<file path="config.mk">
export PLATFORM = sky130hd
export DESIGN_NAME = param_reg_file
export DESIGN_NICKNAME = d
export VERILOG_FILES = /design/src/rtl/param_reg_file.sv
export SDC_FILE = /design/constraint.sdc
export NUM_CORES = 1
export LEC_CHECK = 0
export ABC_CLOCK_PERIOD_IN_PS = 2100
export CORE_MARGIN = 3
export CORE_UTILIZATION = 31
export DETAILED_ROUTE_END_ITERATION = 12
export SETUP_SLACK_MARGIN = 0.2
export SLEW_MARGIN = 10
export SYNTH_ARGS = -nofsm -noshare
export SYNTH_HDL_FRONTEND = slang
export SYNTH_SLANG_ARGS = --single-unit
</file>
<file path="constraint.sdc">
create_clock -name Clk -period 2.1 [get_ports Clk]
set_input_delay 0.315 -clock Clk [delete_from_list [all_inputs] [get_ports Clk]]
set_output_delay 0.315 -clock Clk [all_outputs]
set_load 0.05 [all_outputs]
</file>
<file path="src/rtl/param_reg_file.sv">
// Parametrised register file: two combinational read ports, one synchronous write port,
// and a background clear sequencer with Busy/ClearDone handshake. Optional macro: REGFILE_BYPASS_EN.
module param_reg_file #(
    parameter int DATA_W   = 8,
    parameter int DEPTH    = 4,
    parameter int ZERO_REG = 0,
    localparam int ADDR_W  = $clog2(DEPTH)
) (
    input  logic              Clk,
    input  logic              Reset,
    input  logic              WriteEn,
    input  logic [ADDR_W-1:0] Waddr,
    input  logic [DATA_W-1:0] DataIn,
    input  logic [ADDR_W-1:0] RaddrA,
    input  logic [ADDR_W-1:0] RaddrB,
    output logic [DATA_W-1:0] DataOutA,
    output logic [DATA_W-1:0] DataOutB,
    input  logic              ClearReq,
    output logic              Busy,
    output logic              ClearDone,
    output logic              WriteAck
);

    localparam logic [ADDR_W-1:0] LAST_PTR = ADDR_W'(DEPTH - 1);

    typedef enum logic {
        IDLE,
        CLEAR
    } state_t;

    state_t            state_q, state_d;
    logic [ADDR_W-1:0] ptr_q, ptr_d;
    logic              done_q, done_d;
    logic [DATA_W-1:0] regs [DEPTH];
    logic              busy;
    logic              waddr_is_zero;

    // Busy comes straight off the state flop, so it is a registered output.
    assign busy          = (state_q == CLEAR);
    assign Busy          = busy;
    assign ClearDone     = done_q;
    assign waddr_is_zero = (ZERO_REG != 0) && (Waddr == '0);
    assign WriteAck      = WriteEn & ~busy & ~waddr_is_zero;

    // NOTE: sequential state uses non-blocking assignments so every flop samples pre-edge values.
    always_ff @(posedge Clk) begin
        if (Reset) begin
            state_q <= IDLE;
            ptr_q   <= '0;
            done_q  <= 1'b0;
        end else begin
            state_q <= state_d;
            ptr_q   <= ptr_d;
            done_q  <= done_d;
        end
    end

    // NOTE: every output of this block gets a default first, so no latch can be inferred.
    always_comb begin
        state_d = state_q;
        ptr_d   = ptr_q;
        done_d  = 1'b0;
        case (state_q)
            IDLE: begin
                if (ClearReq) begin
                    state_d = CLEAR;
                    ptr_d   = '0;
                end
            end
            CLEAR: begin
                if (ptr_q == LAST_PTR) begin
                    state_d = IDLE;
                    done_d  = 1'b1;
                end else begin
                    ptr_d = ptr_q + ADDR_W'(1);
                end
            end
            default: state_d = IDLE;
        endcase
    end

    // NOTE: the array is reset because software expects every register to read 0 after Reset;
    // that is a requirement of this block, not a default habit for memories.
    always_ff @(posedge Clk) begin
        if (Reset) begin
            for (int i = 0; i < DEPTH; i++) regs[i] <= '0;
        end else if (busy) begin
            regs[ptr_q] <= '0;
        end else if (WriteAck) begin
            regs[Waddr] <= DataIn;
        end
    end

    // Hardwired-zero check comes last so it wins over forwarding.
    always_comb begin
        DataOutA = regs[RaddrA];
`ifdef REGFILE_BYPASS_EN
        if (WriteAck && (RaddrA == Waddr)) DataOutA = DataIn;
`endif
        if ((ZERO_REG != 0) && (RaddrA == '0)) DataOutA = '0;
    end

    always_comb begin
        DataOutB = regs[RaddrB];
`ifdef REGFILE_BYPASS_EN
        if (WriteAck && (RaddrB == Waddr)) DataOutB = DataIn;
`endif
        if ((ZERO_REG != 0) && (RaddrB == '0)) DataOutB = '0;
    end

endmodule

</file>
==> results of run 1 <==
==> power groups by stage <==
stage / Clock, mW / Combinational (mW) / Sequential, mW
global route: 0.520 / 0.539 / 0.874
detailed placement: 0 / 0.490 / 0.884
finish: 0.475 / 0.512 / 0.867
floorplan: 0 / 0.312 / 0.874
CTS: 0.488 / 0.518 / 0.868
global placement: 0 / 0.485 / 0.879
==> kinds of logic after synthesis <==
| kind of cell | count (synthesis) | share of synthesized area, % |
|---|---|---|
| flops | 36 | 56.5 |
| fa+ha+maj | 1 | 0.679 |
| mux | 16 | 19.6 |
| compound gates | 9 | 4.82 |
| simple gates | 49 | 14.3 |
| buf+inv | 16 | 4.08 |
==> cell usage in the layout, fill, tap and decap left out, types with 2 or more instances in the layout <==
cell type and n:
o21ai_2 2, dfxtp_1 3, buf_12 4, clkbuf_8 5, nand2_1 9, edfxtp_1 32
buf_4 15, nor2_1 10, nor3_2 3, a21oi_1 3, and3_1 2, inv_1 9
nand2b_1 3, nor3_1 13, buf_6 16, clkdlybuf4s50_1 16, mux4_2 16, dlygate4sd2_1 3
==> Yosys cell counts, types with 2 or more instances <==
library cell and instances:
edfxtp_1 32, mux4_2 16, nor3_1 13, nor2_1 11
inv_1 9, nand2_1 9, dfxtp_1 4, a21oi_1 3
buf_2 3, nand2b_1 3, nor3_2 3, and3_1 2
buf_1 2, nor2b_1 2, o21ai_0 2
==> worst min path at each step <==
stage,startpoint,end,slack (ns),cells past startpoint
floorplan,ptr_q[1]$_SDFFE_PP0P_,ptr_q[1]$_SDFFE_PP0P_,0.46,2
global placement,ptr_q[1]$_SDFFE_PP0P_,ptr_q[1]$_SDFFE_PP0P_,0.47,2
detailed placement,ptr_q[1]$_SDFFE_PP0P_,ptr_q[1]$_SDFFE_PP0P_,0.47,2
CTS,ptr_q[1]$_SDFFE_PP0P_,ptr_q[1]$_SDFFE_PP0P_,0.48,2
global route,ptr_q[1]$_SDFFE_PP0P_,ptr_q[1]$_SDFFE_PP0P_,0.52,2
finish,ptr_q[1]$_SDFFE_PP0P_,ptr_q[1]$_SDFFE_PP0P_,0.49,2
==> state kept, by name, summed over array words and instances, names as in the netlist <==
name / count
Busy: 1
ClearDone: 1
ptr_q: 2
regs: 32
==> worst reg2reg max path, stage by stage, from the launching register on <==
cell and delay, ns:
dfxtp_2 0.40, or3b_4 0.45, and2_1 0.18, o21ai_2 0.14, buf_4 0.16
==> per-layer routing <==
metal	wire, um	GRT usage (%)
met3	203	4.17
met4	26	3.12
met5	0	0
met1	1830	17.1
met2	2120	21.7
==> per-stage QoR <==
| step | util, % | total power [mW] | hold WS, ns |
|---|---|---|---|
| floorplan | - | 1.19 | 0.455 |
| global route | 45.2 | 1.93 | 0.518 |
| detailed placement | 42.8 | 1.37 | 0.472 |
| finish | 45.2 | 1.85 | 0.485 |
| global placement | 42.8 | 1.36 | 0.466 |
| CTS | 45.2 | 1.87 | 0.483 |
==> layout make-up <==
type	instances	area (sq um)	share of cell area [%]
clock buffers	6	72.6	2.84
clock inverters	2	11.3	0.441
inverters	9	33.8	1.32
multi-input cells	75	743	29.1
flip-flops and latches	36	1040	40.8
well taps	72	90.1	3.53
repair buffers	54	559	21.9
==> timing repair <==
| action | CTS | global route |
|---|---|---|
| resized for setup | 19 | 0 |
| setup buffers | 0 | 0 |
| setup endpoints to repair | 17 | 0 |
| hold buffers | 0 | 0 |
==> run_results.csv, run 1 <==
group,metric,value,unit
status,run_status,"completed",
sta,skew,0.00548,ns
detailed_routing,wl,4190,um
sta,tns,0,ns
detailed_routing,postRouteAntennaNets,0,
sta,finalHoldViolCount,0,
sta,fmax,567,MHz
detailed_routing,initialDrtViolationCount,63,
worst_setup_path,timing.rr.start,"Busy$_SDFF_PP0_",
sta,fin_ws,0.338,ns
global_routing,antenna_found_initial,0,
cells_and_area,syn_to_final_growth,38.6,%
floorplanning,ios,37,
detailed_routing,vias,1249,
worst_setup_path,arrival,1.45,ns
power,p_int,1.29,mW
worst_setup_path,ff2ff_path_depth,4,
power,leakage,0.984,nW
floorplanning,core_area,5640,sq um
power,clkPwrFrac,25.6,%
cts,root_buffer,"clkbuf_8",
global_routing,grt_start_max_net_pins,17,
global_routing,grt_pass1_vias,1394,
yosys,synth_area,1840,sq um
sta,fin_crit_sh,83.9,%
worst_setup_path,startpoint_type,"primary input",
worst_setup_path,cp_cell_sequence,"clkdlybuf4s50_1, buf_4, mux4_2, buf_6",
yosys,synth_warnings,0,
power,power.share.sequential,46.8,%
worst_setup_path,crit_fanout,8,
cells_and_area,final_area,2550,sq um
sta,fin_crit,1.76,ns
worst_setup_path,r2r_end,"regs[0][5]$_SDFFCE_PN0P_",
cts,cts_max_level,2,
floorplanning,die_y,83.1,um
worst_setup_path,r2r_slack,0.48,ns
placed_design,placed_cell_area,2410,sq um
yosys,synthCells,127,
worst_setup_path,cp_slowest_stage_delay,0.46,ns
floorplanning,die_w,83.1,um
yosys,async_flop_share,0,%
yosys,synth_nets,146,
sta,maxSlewHeadroom,66.8,%
worst_setup_path,critical_path_class,"primary input to output port",
yosys,avgSynthCellArea,14.5,sq um
global_routing,grtUsageTotal,13.2,%
yosys,synth.ff_latch_count,36,
yosys,yosys.area.top_type,"edfxtp_1",
worst_setup_path,cp_top_family,"buffers and inverters",
power,power_frac_comb,27.6,%
yosys,synth_edf_count,32,
placed_design,hpwlAfterDp,3090,um
cells_and_area,finalNetCount,200,
cts,cts_tree,"yes",
yosys,ys.flop_type,"edfxtp_1",
worst_setup_path,required,1.78,ns
worst_setup_path,path_depth,4,
detailed_routing,dr.pass1.iters,4,
job,maxCapViolCount,0,
cells_and_area,final_cells,254,
floorplanning,start_util,32.6,%
placed_design,io_buffers,36,
worst_hold_path,holdCritPathClass,"register to register",
yosys,ys_seq_area_share,56.5,%
cells_and_area,drive_above_1_share,38.5,%
sta,rsz0062_at_grt,"no",
power,p_sw,0.565,mW
worst_setup_path,crit_start,"RaddrB[1]",
cells_and_area,fillers,500,
placed_design,place_inst,246,
placed_design,preCtsSetupSlack,0.0616,ns
global_routing,grt_overflow,0,
cts,cts.sinks,36,
floorplanning,dieArea,6900,sq um
detailed_routing,wl_per_cell,16.5,um
cts,clock_latency,0.29,ns
yosys,synth_area_leaders,"edfxtp_1 52%, mux4_2 20%, dfxtp_1 4.3%",
worst_setup_path,cp_num_buf_inv,3,
placed_design,place.gp.congestion,0.728,
cts,cts_buffers,5,
sta,finalSetupViolations,0,
power,power_density,726,nW/um^2
detailed_routing,drc,0,
cts,clockBufferDepth,2,
cts,path_clk_slew,0.07,ns
worst_setup_path,end_kind,"output port",
cells_and_area,insertedDiodeCount,0,
sta,worst_slew_pin_slew,0.496,ns
global_routing,grt_pass1_wl,7200,um
power,switching_share,30.5,%
sta,slew_violations,0,
yosys,ys_types,28,
detailed_routing,via_per_inst,4.92,
yosys,yosysTopAreaCellShare,52.2,%
power,peakVddDrop,296,uV
worst_setup_path,cp-endpoint,"DataOutB[5]",
worst_setup_path,critPathSlowestCell,"clkdlybuf4s50_1",
floorplanning,rows,27,
Power figures use the tool's default switching activity.
==> inputs of run 2 (changes only) <==
ABC_CLOCK_PERIOD_IN_PS = 1600   (was 2100)
clock period = 1.6 ns   (was 2.1 ns; I/O delays follow)
==> run 2 against run 1 <==
Against the previous run: the run now ends with setup timing left; critical path depth down 2; largest power group unchanged; die area unchanged; register-to-register slack worse by 0.45 ns; sequential power up 31%; global-route usage rose by 1.2 points; cell count grew 6.3%; setup slack got worse by 0.37 ns; combinational power up 82%.
==> run_results.csv, run 2 (synthesis results as in run 1) <==
group,metric,value,unit
status,run_status,"complete, but fails checks",
status,violations,"setup timing",
detailed_routing,via_per_inst,5.03,
floorplanning,rows,27,
sta,tns,-0.0376,ns
floorplanning,dieArea,6900,sq um
sta,fin_ws,-0.0273,ns
power,leakage,1.23,nW
detailed_routing,postRouteAntennaNets,0,
cts,path_clk_slew,0.07,ns
cells_and_area,fillers,434,
sta,fin_crit_sh,102,%
floorplanning,start_util,32.6,%
sta,finalSetupViolations,2,
cells_and_area,finalNetCount,216,
placed_design,place.gp.congestion,0.805,
sta,slew_violations,0,
placed_design,io_buffers,36,
worst_hold_path,holdCritPathClass,"register to register",
sta,worst_slew_pin_slew,0.305,ns
cells_and_area,drive_above_1_share,67.2,%
worst_setup_path,end_kind,"output port",
sta,fin_crit,1.63,ns
placed_design,preCtsSetupSlack,-0.331,ns
sta,maxSlewHeadroom,79.7,%
worst_setup_path,arrival,1.39,ns
cells_and_area,layout_common_cells,"32 x edfxtp_1, 22 x buf_6, 16 x mux4_2, 12 x buf_12",
power,peakVddDrop,431,uV
worst_setup_path,critical_path_class,"register to output port",
floorplanning,die_y,83.1,um
cts,cts.sinks,36,
sta,fmax,615,MHz
floorplanning,ios,37,
global_routing,grt_overflow,0,
worst_setup_path,cp_slowest_stage_delay,0.53,ns
job,maxCapViolCount,0,
sta,skew,0.00522,ns
worst_setup_path,startpoint_type,"register",
sta,finalHoldViolCount,0,
cells_and_area,largest_register_ff_count,32,
cts,clock_latency,0.28,ns
cts,root_buffer,"clkbuf_8",
detailed_routing,wl_per_cell,18.7,um
detailed_routing,dr.pass1.iters,4,
cells_and_area,reg.largest.list,"regs (32), ptr_q (2)",
global_routing,antenna_found_initial,0,
cells_and_area,regArea,1040,sq um
worst_setup_path,ff2ff_path_depth,3,
placed_design,hpwlAfterDp,3260,um
cts,cts_tree,"yes",
global_routing,grt_pass1_vias,1474,
cells_and_area,insertedDiodeCount,0,
sta,rsz0062_at_grt,"yes",
cells_and_area,final_common_cell,"edfxtp_1",
detailed_routing,drc,0,
cts,clockBufferDepth,2,
worst_setup_path,cp_cell_sequence,"mux4_2, buf_8",
cts,cts_hold_buf,0,
global_routing,grt_start_max_net_pins,12,
cts,cts_buffers,5,
worst_setup_path,critPathSlowestCell,"mux4_2",
floorplanning,die_w,83.1,um
cells_and_area,multi_input_area,1140,sq um
detailed_routing,wl,5050,um
detailed_routing,vias,1359,
power,power_density,866,nW/um^2
worst_setup_path,required,1.36,ns
global_routing,grtUsageTotal,14.4,%
cells_and_area,regMostFlops,"regs",
worst_setup_path,r2r_slack,0.03,ns
global_routing,grt_pass1_wl,7560,um
worst_hold_path,hold_depth,2,
floorplanning,core_area,5640,sq um
worst_setup_path,crit_fanout,2,
cts,cts_max_level,2,
cells_and_area,syn_to_final_growth,78.0,%
detailed_routing,initialDrtViolationCount,63,
==> run 2: cell count changes in the layout (fill, tap and decap cells not counted), moves of 8 or more <==
cell,delta
nor2_4,+10
nand2_8,+8
nand2_1,-9
nor2_1,-9
nor3_1,-13
buf_12,+8
==> run 2: what timing repair did <==
item,in CTS,in global routing
buffers inserted,7,5
gates cloned,2,0
setup endpoints to repair,73,73
gates resized for setup,74,46
pin swaps,20,29
==> run 2: critical path, delay by kind of cell, from the launching register on <==
family | cells | cell delay [ns]
mux | 1 | 0.53
flops | 1 | 0.41
buf+inv | 1 | 0.17
==> run 2: cell type report <==
class	count	area share, %
Multi-Input combinational cell	76	34.8
Inverter	9	1.03
Clock inverter	2	1.07
Timing Repair Buffer	69	26.3
Tap cell	72	2.75
Clock buffer	6	2.21
Sequential cell	36	31.9
==> run 2: metal layers <==
layer | GRT usage [%] | share of wire (%)
met1 | 15.8 | 38
met2 | 27.4 | 58
met3 | 4.07 | 4.2
met4 | 2.67 | 0
met5 | 0 | 0
==> run 2: power by group <==
group          internal (mW)  switching, mW  total [mW]
sequential              1.10         0.0419        1.14
combinational          0.428          0.503       0.931
clock                  0.462          0.307       0.769
==> run 2: metrics by stage <==
step                util, %  hold slack, ns  std cells  total power [mW]  cell area (sq um)
floorplan                 -           0.423        127              1.58               1950
CTS                    53.8           0.500        265              2.78               3030
global placement       45.4           0.464        248              1.85               2560
finish                 58.1           0.523        270              2.84               3280
global route           58.1           0.550        270              2.94               3280
detailed placement     45.4           0.490        248              1.86               2560
==> run 2: final timing paths <==
check / startpoint / end
worst max-delay path: regs[3][6]$_DFFE_PP_ / DataOutB[6]
worst min-delay path: ptr_q[1]$_SDFFE_PP0P_ / ptr_q[1]$_SDFFE_PP0P_
worst max register to register: Busy$_SDFF_PP0_ / regs[0][6]$_SDFFCE_PN0P_
worst min register to register: ptr_q[1]$_SDFFE_PP0P_ / ptr_q[1]$_SDFFE_PP0P_
==> inputs of run 3 (changes only) <==
ABC_CLOCK_PERIOD_IN_PS = not set   (was 1600)
==> results of run 3 <==
No change in the layout: final DEF, timing and power equal those of run 2.
